--- config.mk ---
export PLATFORM = sky130hd
export DESIGN_NAME = stage_fifo
export DESIGN_NICKNAME = d
export VERILOG_FILES = /design/src/rtl/stage_fifo.sv
export SDC_FILE = /design/constraint.sdc
export NUM_CORES = 1
export LEC_CHECK = 0
export ABC_AREA = 1
export BUFFER_PORTS_ARGS = -buffer_cell sky130_fd_sc_hd__buf_2
export CORE_MARGIN = 1.5
export CORE_UTILIZATION = 30
export CTS_BUF_LIST = sky130_fd_sc_hd__clkbuf_8
export DETAILED_ROUTE_END_ITERATION = 16
export PLACE_DENSITY = 0.5
export SLEW_MARGIN = 10
export SYNTH_ARGS = -nofsm -noshare
export SYNTH_HDL_FRONTEND = slang
export SYNTH_SLANG_ARGS = --single-unit
--- constraint.sdc ---
create_clock -name clk -period 5.8 [get_ports clk]
set_input_delay 0.58 -clock clk [delete_from_list [all_inputs] [get_ports clk]]
set_output_delay 0.58 -clock clk [all_outputs]
set_load 0.01 [all_outputs]
--- src/rtl/stage_fifo.sv ---
// stage_fifo: flushable elastic buffer between two pipeline stages with visible occupancy.
// Define STAGE_FIFO_BYPASS_EN to let a beat reach the output in the same cycle when empty.
`ifndef XLEN
`define XLEN 32
`endif

module stage_fifo #(
  parameter int WIDTH = `XLEN,
  parameter int DEPTH = 2
) (
  input  logic                     clk,
  input  logic                     rst,
  input  logic                     flush,
  input  logic [WIDTH-1:0]         in_data,
  input  logic                     prev_stalled,
  output logic                     stall_prev,
  output logic [WIDTH-1:0]         out_data,
  output logic                     stall_next,
  input  logic                     next_stalled,
  output logic [$clog2(DEPTH):0]   count
);

  localparam int PW = $clog2(DEPTH);

  logic [WIDTH-1:0] mem_reg [DEPTH];
  logic [PW-1:0]    wr_ptr_reg;
  logic [PW-1:0]    rd_ptr_reg;
  logic [PW:0]      count_reg;

  logic empty;
  logic full;
  logic bypass;
  logic push;
  logic pop;

  assign empty = (count_reg == '0);
  assign full  = (count_reg == (PW+1)'(DEPTH));

`ifdef STAGE_FIFO_BYPASS_EN
  assign bypass = empty && !prev_stalled && !flush && !rst;
`else
  assign bypass = 1'b0;
`endif

  // stall_prev only looks at occupancy, so a full FIFO refuses input even while popping.
  assign stall_prev = rst || full;
  assign stall_next = rst || (empty && !bypass);

  assign pop  = !stall_next && !next_stalled && !flush && !empty;
  assign push = !prev_stalled && !stall_prev && !flush && !(bypass && !next_stalled);

  assign out_data = stall_next ? '0 : (empty ? in_data : mem_reg[rd_ptr_reg]);
  assign count    = count_reg;

  // Storage is not reset or cleared by flush; count alone decides what is valid.
  always_ff @(posedge clk) begin
    if (push) begin
      mem_reg[wr_ptr_reg] <= in_data;
    end
  end

  always_ff @(posedge clk) begin
    if (rst || flush) begin
      wr_ptr_reg <= '0;
      rd_ptr_reg <= '0;
      count_reg  <= '0;
    end else begin
      if (push) begin
        wr_ptr_reg <= wr_ptr_reg + PW'(1);
      end
      if (pop) begin
        rd_ptr_reg <= rd_ptr_reg + PW'(1);
      end
      case ({push, pop})
        2'b10:   count_reg <= count_reg + (PW+1)'(1);
        2'b01:   count_reg <= count_reg - (PW+1)'(1);
        default: count_reg <= count_reg;
      endcase
    end
  end

endmodule

==> results.yml <==
power_and_ir_drop:
  p_leak_uw: 0.00168
  clockPowerShare_pct: 35.9
  combPwrFrac_pct: 4.0
  power.internal_uw: 720
  p_sw_share_pct: 22.1
  switching_power_uw: 204
  power_density_nw_per_um2: 260
  max-vdd-ir-drop_v: 0.000127
  p_seq_share_pct: 60.1
global_route:
  grt_pass1_vias: 1698
  antenna_found_initial: 0
  overflow: 0
  track_usage_pct: 10.9
  grt_max_degree: 63
  grt_pass1_wl_um: 8200
clock_tree:
  clk_pin_slew_ns: 0.07
  cts_setup_buffers: 0
  cts_buffers: 9
  clock_sinks: 69
  cts.path.max_buffers: 2
  cts.htree.levels: 3
  clk_latency_ns: 0.33
  postCtsHoldBufs: 0
  cts_root_buffer: "clkbuf_8"
  cts_tree: "done"
  post_cts_resized: 0
hold_path:
  hold_path_class: "input pin to flop"
  hold_path_startpoint: "in_data[28]"
critical_path:
  crit_type: "flop to output port"
  cpMostUsedCell: "nand2_1"
  cp.required_ns: 5.22
  slowest_delay_ns: 0.97
  crit_chain: "nand2_1, o21ai_0, nand2_1, inv_1, buf_2"
  crit_slowest_cell: "dfxtp_2"
  timing.rr.start: "count[0]"
  cpLargestDelayFamily: "flip-flops"
  start_kind: "flop"
  crit_buf_inv: 2
  worstPathMaxFanout: 62
  cp-end-kind: "output port"
  worstPathArrival_ns: 1.86
sta:
  rsz0062_at_grt: "no"
  layout_worst_path_cycle_share_pct: 42.0
  slew_headroom_pct: 33.5
  fin_setup_tns_ns: 0
  tightest_slew_ns: 0.997
  slew_viol_final: 0
  max_freq_ghz: 0.410
  hold_viol_final: 0
  fin_crit_ns: 2.44
  fin_worst_skew_ns: 0.00591
  holdWs_ns: 0.427
  worst_slack_ns: 3.36
  finalSetupViolations: 0
placement:
  pre_cts_ws_ns: 3.43
  gp_congestion: 0.650
  port_buffers: 72
  hpwl_um: 3290
floorplanning:
  die_y_um: 101
  num_rows: 35
  coreArea_um2: 9280
  initial_core_util_pct: 31.2
  ios: 73
  dieArea_um2: 10300
  die_w_um: 101
logic_synthesis:
  synthCells: 266
  ys_seq_elements: 69
  async_flop_share_pct: 0
  ys_types: 20
  yosysWarnings: 0
  synth_largest_area_cell: "edfxtp_1"
  netlist_area_um2: 2900
  ys.flop_type: "edfxtp_1"
  synth_edf_count: 64
  synthTopCellsByArea: "edfxtp_1 66%, inv_1 8.8%, nand2_1 8.7%, o21ai_0 5.4%, dfxtp_1 3.5%"
  avgSynthCellArea_um2: 10.9
  ys_top_cells_by_count: "68 x inv_1, 67 x nand2_1, 64 x edfxtp_1"
  yosysSeqAreaShare_pct: 69.7
  synth.top_cell.area_share_pct: 66.3
  syn_nets: 304
  yosysMostFrequentCell: "inv_1"
drt:
  postRouteAntennaNets: 0
  vias_per_cell: 3.96
  first_iter_violations: 49
  drcViolationCount: 0
  dr_total_vias: 1877
  wl_um: 5160
  drtPass1Iterations: 4
  wl_per_cell_um: 10.9
cells_and_area:
  fillers: 959
  largest_reg_flops: 64
  num_antenna_cells: 0
  multi_input_area_um2: 574
  utilization_pct: 38.2
  seqCellArea_um2: 2020
  drive_above_1_share_pct: 27.8
  fin_nets: 378
  synthToLayoutAreaGrowth_pct: 22.4
status:
  status: "finished, final reports clean"
flow_run:
  max_cap_violations: 0
## layer usage
metal  global-route usage (%)  part of all wire, %  up-vias
met5                        0                    0        -
met3                     2.48                  6.5       10
met2                     17.9                   47       60
met1                     13.2                   44      822
met4                     6.09                  2.0        0
li1                         -                    -      985
## stage by stage
step | instance area [um2] | total power (uW) | instances
floorplan | 2900 | 582 | 266
global placement | 3380 | 603 | 458
detailed placement | 3380 | 604 | 458
CTS | 3550 | 938 | 474
global route | 3550 | 964 | 474
finish | 3550 | 923 | 474
## cell type report
type                            instances  share of cell area (%)
Inverter                               68                    7.19
Sequential cell                        69                    57.0
Multi-Input combinational cell        119                    16.2
Clock buffer                            9                    3.49
Clock inverter                          7                    1.20
Timing Repair Buffer                   73                    10.4
Tap cell                              129                    4.55
## cells in the final DEF (no fill, tap or decap)
cell type	Yosys	final
o21ai_0	31	31
clkinvlp_4	0	2
clkinv_2	0	3
dfxtp_2	0	1
nor2_1	5	4
ha_1	1	1
clkinv_1	0	1
nand3_2	1	1
nand3_1	1	1
dfxtp_1	5	4
o211ai_1	1	1
nor3b_4	1	1
inv_1	68	68
a21oi_1	3	3
edfxtp_1	64	64
buf_4	3	1
clkbuf_8	0	9
clkinv_4	0	1
nand2_2	1	1
mux2i_1	2	2
nand2_1	67	67
nand4_1	1	1
or2_1	1	1
buf_2	5	72
nor2_4	3	4
## power by group through the flow
stage                     clock (uW)  combinational, uW  sequential [uW]
after floorplan                    0               16.5              565
after global placement             0               37.1              566
after detailed placement           0               38.2              566
after CTS                        345               38.4              555
after global routing             366               42.6              556
final                            331               37.1              555
## cell families after synthesis
| kind of cell | share of synthesized area [%] |
|---|---|
| buf+inv | 10.7 |
| flops | 69.7 |
| fa+ha+maj | 0.432 |
| compound gates | 6.13 |
| simple gates | 12.3 |
| mux | 0.691 |
## worst paths after layout
path	endpoint	slack, ns	cells past startpoint
worst min-delay path	mem_reg[1][28]	0.43	1
worst max register to register	mem_reg[1][22]	3.81	5
worst max-delay path	out_data[5]	3.36	5
worst min register to register	rd_ptr_reg	0.50	3
Note: power is estimated with default switching activity, not from simulation.
